--- src/rtl/uart_temp_rx.sv ---
// 8N1 UART receiver with temperature packet parser (SYNC, MSB, LSB, CHK).
// Delivers validated 16-bit readings to host logic with one-cycle strobes.
module uart_temp_rx #(
    parameter int          CLKS_PER_BIT = 434,
    parameter int          TIMEOUT_BITS = 20,
    parameter logic [7:0]  SYNC_BYTE    = 8'hA5
) (
    input  logic        clk,
    input  logic        reset,
    input  logic        uart_rx_i,
    output logic [7:0]  byte_data_o,
    output logic        byte_valid_o,
    output logic        frame_err_o,
    output logic [15:0] temp_data_o,
    output logic        temp_valid_o,
    output logic        chk_err_o,
    output logic        busy_o
);

    localparam int HALF = CLKS_PER_BIT / 2;
    localparam int CW   = $clog2(CLKS_PER_BIT + 1);
    localparam int TLIM = TIMEOUT_BITS * CLKS_PER_BIT;
    localparam int TW   = $clog2(TLIM + 1);

    typedef enum logic [2:0] {S_IDLE, S_START, S_DATA, S_STOP, S_BREAK} rx_state_e;
    typedef enum logic [1:0] {P_SYNC, P_MSB, P_LSB, P_CHK} pkt_state_e;

    logic            sync1_q, sync1_d, sync2_q, sync2_d;
    logic            rxs, start_det;
    rx_state_e       state_q, state_d;
    logic [CW-1:0]   cnt_q, cnt_d;
    logic [2:0]      bit_q, bit_d;
    logic [7:0]      shift_q, shift_d;
    logic [7:0]      byte_q, byte_d;
    logic            bvalid_q, bvalid_d;
    logic            ferr_q, ferr_d;
    pkt_state_e      pstate_q, pstate_d;
    logic [7:0]      msb_q, msb_d, lsb_q, lsb_d;
    logic [15:0]     temp_q, temp_d;
    logic            tvalid_q, tvalid_d;
    logic            cerr_q, cerr_d;
    logic [TW-1:0]   to_cnt_q, to_cnt_d;

    assign rxs       = sync2_q;
    assign start_det = (state_q == S_IDLE) && !rxs;

    always_ff @(posedge clk or posedge reset) begin
        if (reset) begin
            sync1_q  <= 1'b1;
            sync2_q  <= 1'b1;
            state_q  <= S_IDLE;
            cnt_q    <= '0;
            bit_q    <= '0;
            shift_q  <= '0;
            byte_q   <= '0;
            bvalid_q <= 1'b0;
            ferr_q   <= 1'b0;
            pstate_q <= P_SYNC;
            msb_q    <= '0;
            lsb_q    <= '0;
            temp_q   <= '0;
            tvalid_q <= 1'b0;
            cerr_q   <= 1'b0;
            to_cnt_q <= '0;
        end else begin
            sync1_q  <= sync1_d;
            sync2_q  <= sync2_d;
            state_q  <= state_d;
            cnt_q    <= cnt_d;
            bit_q    <= bit_d;
            shift_q  <= shift_d;
            byte_q   <= byte_d;
            bvalid_q <= bvalid_d;
            ferr_q   <= ferr_d;
            pstate_q <= pstate_d;
            msb_q    <= msb_d;
            lsb_q    <= lsb_d;
            temp_q   <= temp_d;
            tvalid_q <= tvalid_d;
            cerr_q   <= cerr_d;
            to_cnt_q <= to_cnt_d;
        end
    end

    // Bit engine: cnt starts at 1 on each transition so the compare value equals the sample offset.
    always_comb begin
        sync1_d  = uart_rx_i;
        sync2_d  = sync1_q;
        state_d  = state_q;
        cnt_d    = cnt_q;
        bit_d    = bit_q;
        shift_d  = shift_q;
        byte_d   = byte_q;
        bvalid_d = 1'b0;
        ferr_d   = 1'b0;
        case (state_q)
            S_IDLE: begin
                if (!rxs) begin
                    state_d = S_START;
                    cnt_d   = CW'(1);
                end
            end
            S_START: begin
                if (cnt_q == CW'(HALF)) begin
                    if (rxs) begin
                        state_d = S_IDLE;
                    end else begin
                        state_d = S_DATA;
                        cnt_d   = CW'(1);
                        bit_d   = '0;
                    end
                end else begin
                    cnt_d = cnt_q + CW'(1);
                end
            end
            S_DATA: begin
                if (cnt_q == CW'(CLKS_PER_BIT)) begin
                    shift_d = {rxs, shift_q[7:1]};
                    cnt_d   = CW'(1);
                    if (bit_q == 3'd7) begin
                        state_d = S_STOP;
                    end else begin
                        bit_d = bit_q + 3'd1;
                    end
                end else begin
                    cnt_d = cnt_q + CW'(1);
                end
            end
            S_STOP: begin
                if (cnt_q == CW'(CLKS_PER_BIT)) begin
                    if (rxs) begin
                        byte_d   = shift_q;
                        bvalid_d = 1'b1;
                        state_d  = S_IDLE;
                    end else begin
                        ferr_d  = 1'b1;
                        state_d = S_BREAK;
                    end
                end else begin
                    cnt_d = cnt_q + CW'(1);
                end
            end
            S_BREAK: begin
                if (rxs) begin
                    state_d = S_IDLE;
                end
            end
            default: state_d = S_IDLE;
        endcase
    end

    // Packet parser; a received byte or frame error takes priority over the idle timeout.
    always_comb begin
        pstate_d = pstate_q;
        msb_d    = msb_q;
        lsb_d    = lsb_q;
        temp_d   = temp_q;
        tvalid_d = 1'b0;
        cerr_d   = 1'b0;
        to_cnt_d = to_cnt_q;
        if (pstate_q == P_SYNC || state_q != S_IDLE || start_det) begin
            to_cnt_d = '0;
        end else begin
            to_cnt_d = to_cnt_q + TW'(1);
        end
        if (ferr_q) begin
            pstate_d = P_SYNC;
        end else if (bvalid_q) begin
            case (pstate_q)
                P_SYNC: if (byte_q == SYNC_BYTE) pstate_d = P_MSB;
                P_MSB: begin
                    msb_d    = byte_q;
                    pstate_d = P_LSB;
                end
                P_LSB: begin
                    lsb_d    = byte_q;
                    pstate_d = P_CHK;
                end
                P_CHK: begin
                    if (byte_q == (SYNC_BYTE ^ msb_q ^ lsb_q)) begin
                        temp_d   = {msb_q, lsb_q};
                        tvalid_d = 1'b1;
                    end else begin
                        cerr_d = 1'b1;
                    end
                    pstate_d = P_SYNC;
                end
                default: pstate_d = P_SYNC;
            endcase
        end else if (pstate_q != P_SYNC && state_q == S_IDLE && !start_det
                     && to_cnt_q == TW'(TLIM - 1)) begin
            pstate_d = P_SYNC;
            to_cnt_d = '0;
        end
    end

    assign byte_data_o  = byte_q;
    assign byte_valid_o = bvalid_q;
    assign frame_err_o  = ferr_q;
    assign temp_data_o  = temp_q;
    assign temp_valid_o = tvalid_q;
    assign chk_err_o    = cerr_q;
    assign busy_o       = (state_q != S_IDLE) || !rxs;

endmodule

--- config.mk ---
export PLATFORM = sky130hd
export DESIGN_NAME = uart_temp_rx
export DESIGN_NICKNAME = d
export VERILOG_FILES = /design/src/rtl/uart_temp_rx.sv
export SDC_FILE = /design/constraint.sdc
export NUM_CORES = 1
export LEC_CHECK = 0
export BUFFER_PORTS_ARGS = -buffer_cell sky130_fd_sc_hd__buf_2
export CAP_MARGIN = 20
export CORE_MARGIN = 3
export CORE_UTILIZATION = 59
export CTS_CLUSTER_DIAMETER = 120
export DETAILED_ROUTE_END_ITERATION = 10
export GPL_TIMING_DRIVEN = 0
export HOLD_SLACK_MARGIN = 0.03
export PLACE_DENSITY = 0.8
export SYNTH_ARGS = -nofsm -noshare
export SYNTH_HDL_FRONTEND = slang
export SYNTH_SLANG_ARGS = --single-unit
export TNS_END_PERCENT = 20
--- constraint.sdc ---
create_clock -name clk -period 3.8 [get_ports clk]
set_input_delay 0.76 -clock clk [delete_from_list [all_inputs] [get_ports clk]]
set_output_delay 0.76 -clock clk [all_outputs]
set_load 0.02 [all_outputs]
==> results.md <==
Outcome:
- The flow ran to the end, and the final reports show no timing, DRC or antenna violations.

Clock tree:
- The CTS sink count is 85.
- Buffers inserted during clock tree synthesis total 9.
- The hold-fix buffer count after cts is 0.
- The clock transition at the registers of the reported paths is 0.09 ns.
- In this run, post-CTS repair resized a total of 0 instances.
- For the worst-skew pair, the clock arrives at the later sink with an insertion delay of 0.35 ns.
- In this run the post-CTS setup repair buffer count came out at 0.
- The H-tree was split into 3 levels.
- The cell at the root of the clock tree is sky130_fd_sc_hd__clkbuf_8.
- No sink is reached through more buffers than the 2 on the longest clock path.
- TritonCTS built the clock tree.

Synthesis:
- Of the synthesized area, sequential elements account for 54.36%.
- In this run, synthesis produced a sequential element count of 85.
- In the synthesized netlist the dominant register cell turns out to be sky130_fd_sc_hd__dfrtp_1.
- The number of warning messages in the yosys log is 0.
- The cell area after synthesis is 3918 sq um.
- Synthesis produced a netlist whose cell count is 315.
- The share of async-settable or async-resettable flops after synthesis is 100.0%.
- After synthesis, the mean cell area works out to 12.44 sq um.
- The number of distinct standard cells referenced by the synthesized netlist is 48.
- The net count after synthesis is 329.
- The number of flops mapped to enable cells by yosys is 0.

Power:
- The static power due to leakage is 2.248 nW.
- The net switching power of the design is 368.1 uW.
- The internal portion of total power is 1.228 mW.
- Of the total power, the share spent switching nets is 23.06%.
- Overall power consumption after layout is estimated at 1.597 mW.
- The worst-case IR drop observed on VDD is 281.3 uV.
- Per report_power, the combinational group accounts for 1.4% of the total.
- The proportion of power drawn by flip-flops and latches is 56.8%.
- The power density over cell area is 362.1 nW/um^2.
- The power share of the clock group is 41.8%.

Floorplanning:
- Once the floorplan was initialized, standard cells occupied 61.34% of the core.
- The die covers 7654 sq um.
- The core region is 6386 sq um.
- The I/O pin count is 32.
- The height of the die is 87.49 um.
- The standard-cell row count is 29.
- The x dimension of the die is 87.49 um.

Timing:
- The final-report hold violation count came to 0.
- The upper clock frequency limit is 419.4 MHz.
- Across all setup checks in the final design, the least slack found is 1.416 ns.
- Across the routed clock network, the largest skew measured is 0.01355 ns.
- The max-slew violation total from the final report was 0.
- The routed design could run at a clock period as short as 2.384 ns.
- The total setup violations reported at the end of the flow is 0.
- After layout, the worst path uses 62.74% of the clock period.
- In the final timing run, aggregate negative setup slack is 0 ns.
- Setup repair after global routing left no endpoint under its margin.
- The transition at the pin with the smallest max-transition slack is 0.7192 ns.
- The worst-case headroom to the max-slew limit is 51.68%.
- Final hold analysis gives a worst-case slack of 0.3593 ns.

Placed design:
- Counting tap cells, the placed design contains a total of 424 instances.
- Routability-driven placement finished with a final weighted congestion of 0.7762.
- The estimated wirelength of the detail-placed design is 4843 um.
- The worst slack at placement is 1.484 ns.
- The number of input and output port buffers inserted is 31.

Critical path:
- Across all register-to-register paths, the minimum setup slack is 1.46 ns.
- The required time of the worst setup path is 3.04 ns.
- The endpoint kind of the worst setup timing path is an output pin.
- The arrival time of the worst setup path is 1.62 ns.
- The worst setup path is launched from a register.
- The start-to-end type of the worst setup path is register to output pin.
- Of all nets on the critical path, the largest fanout is 9.

Layout:
- The number of standard cells in the layout, taps in and fillers out is 440.
- 0 antenna diodes ended up in the layout.
- The area growth from synthesis to layout is 12.55%.
- The share of cells above drive strength 1 is 32.23%.
- In the final design database the tool counted 372 nets.

Detailed routing:
- The first-pass iteration count of the detailed router is 4.
- The first routing iteration left 74 violations.
- The total vias in the final route is 2465.
- Dividing the detail-routed wire length by the instance count gives 15.18 um.
- The sum of routed wire length over all layers is 6681 um.
- In this run the remaining antenna-violating nets after routing total 0.
- In the routed layout, each cell is associated on average with a via count of 5.602.
- After detailed routing, the number of remaining DRC violations is 0.

Global routing:
- Global routing consumed, over all layers together, 19.02% of the routing resources.
- The first global-routing pass estimated 11370 um of wire.
- The total global routing overflow is 0.
- Entering global routing, the biggest net connects 54 pins.
- The initial antenna violation count is 0.
- The number of global-route vias before repair is 2418.

Job:
- The number of max-capacitance violations reported is 0.

Worst hold path:
- The min-delay analysis places its worst path in the category register to register.
==> per-layer routing <==
metal  global-route usage [%]  routed length, um  up-vias
met5                        0                  0        -
li1                         -                  -     1199
met2                    29.32               3239       29
met1                    26.99               3164     1226
met4                    7.113                 99        0
met3                    3.406                177       11
==> area by class of cell <==
| class | count | area [sq um] |
|---|---|---|
| flip-flops and latches | 85 | 2130 |
| repair buffers | 32 | 182.7 |
| inverters | 10 | 40.04 |
| fillers | 472 | 1977 |
| well taps | 77 | 96.34 |
| clock buffers | 9 | 123.9 |
| plain buffers | 7 | 38.79 |
| clock inverters | 7 | 86.33 |
| multi-input cells | 213 | 1712 |
==> critical path: stages, from the launching register on <==
cell and delay [ns]:
sky130_fd_sc_hd__dfrtp_1 0.36, sky130_fd_sc_hd__dlygate4sd2_1 0.35, sky130_fd_sc_hd__nor2_1 0.31, sky130_fd_sc_hd__nand2_1 0.09
sky130_fd_sc_hd__buf_2 0.17
==> power groups by stage <==
stage                     sequential [mW]  combinational (mW)  clock [mW]
after CTS                           0.907              0.0240       0.681
after detailed placement            0.925              0.0240           0
after global placement              0.925              0.0198           0
final                               0.907              0.0223       0.668
after global routing                0.907              0.0260       0.716
after floorplan                     0.924              0.0139           0
==> stage by stage <==
| step | utilization [%] | area (sq um) |
|---|---|---|
| 6_report | 69.04 | 4409 |
| 5_1_grt | 69.04 | 4409 |
| 4_1_cts | 69.04 | 4409 |
| 3_5_place_dp | 65.75 | 4199 |
| 3_3_place_gp | 65.28 | 4169 |
| 2_1_floorplan | - | 3918 |
==> state kept, by name, indices dropped and copies added (netlist names), 2 cells and up <==
register	count
bit_q	3
byte_data_o	8
cnt_q	9
lsb_q	8
msb_q	8
pstate_q	2
shift_q	8
state_q	3
temp_data_o	16
to_cnt_q	14
==> synthesized netlist by cell type, types with 4 or more instances <==
cell / count / area share [%]
sky130_fd_sc_hd__a21oi_1: 10 / 1.3
sky130_fd_sc_hd__a31oi_1: 4 / 0.64
sky130_fd_sc_hd__and3_1: 9 / 1.4
sky130_fd_sc_hd__dfrtp_1: 83 / 53
sky130_fd_sc_hd__ha_1: 11 / 3.5
sky130_fd_sc_hd__inv_1: 10 / 0.96
sky130_fd_sc_hd__mux2_2: 49 / 14
sky130_fd_sc_hd__nand2_1: 17 / 1.6
sky130_fd_sc_hd__nand2b_1: 4 / 0.64
sky130_fd_sc_hd__nand3_1: 10 / 1.3
sky130_fd_sc_hd__nor2_1: 22 / 2.1
sky130_fd_sc_hd__nor3_1: 4 / 0.51
sky130_fd_sc_hd__xnor2_1: 20 / 4.5
sky130_fd_sc_hd__xor2_1: 10 / 2.2
==> placed cells by master (no fill, tap or decap), drive strengths merged, types with 14 or more instances in the layout <==
cell and n:
buf 36, dfrtp 83, inv 14, mux2 52
nand2 17, nor2 23, xnor2 20
==> cells by family (layout without fill, tap and decap cells) <==
kind of cell | count (synthesis) | after routing | synth area share, %
AND/OR/NAND/NOR | 89 | 89 | 12.52
flip-flops | 85 | 85 | 54.36
multiplexers | 55 | 55 | 16.00
XOR/XNOR | 30 | 30 | 6.707
AO/OA/AOI/OAI | 28 | 28 | 4.951
buffers and inverters | 17 | 65 | 1.948
adder cells (fa/ha/maj) | 11 | 11 | 3.513
==> final timing paths <==
kind                                  from              to  cells past startpoint
worst max register to register    cnt_q[1]        cnt_q[4]                      7
max in group asynchronous            reset  byte_data_o[1]                      3
worst min-delay path               sync1_q             rxs                      0
worst max-delay path            state_q[2]          busy_o                      4
min in group asynchronous            reset        bit_q[0]                      2
worst min register to register     sync1_q             rxs                      0
No activity file was read; power rests on OpenSTA's default activity.
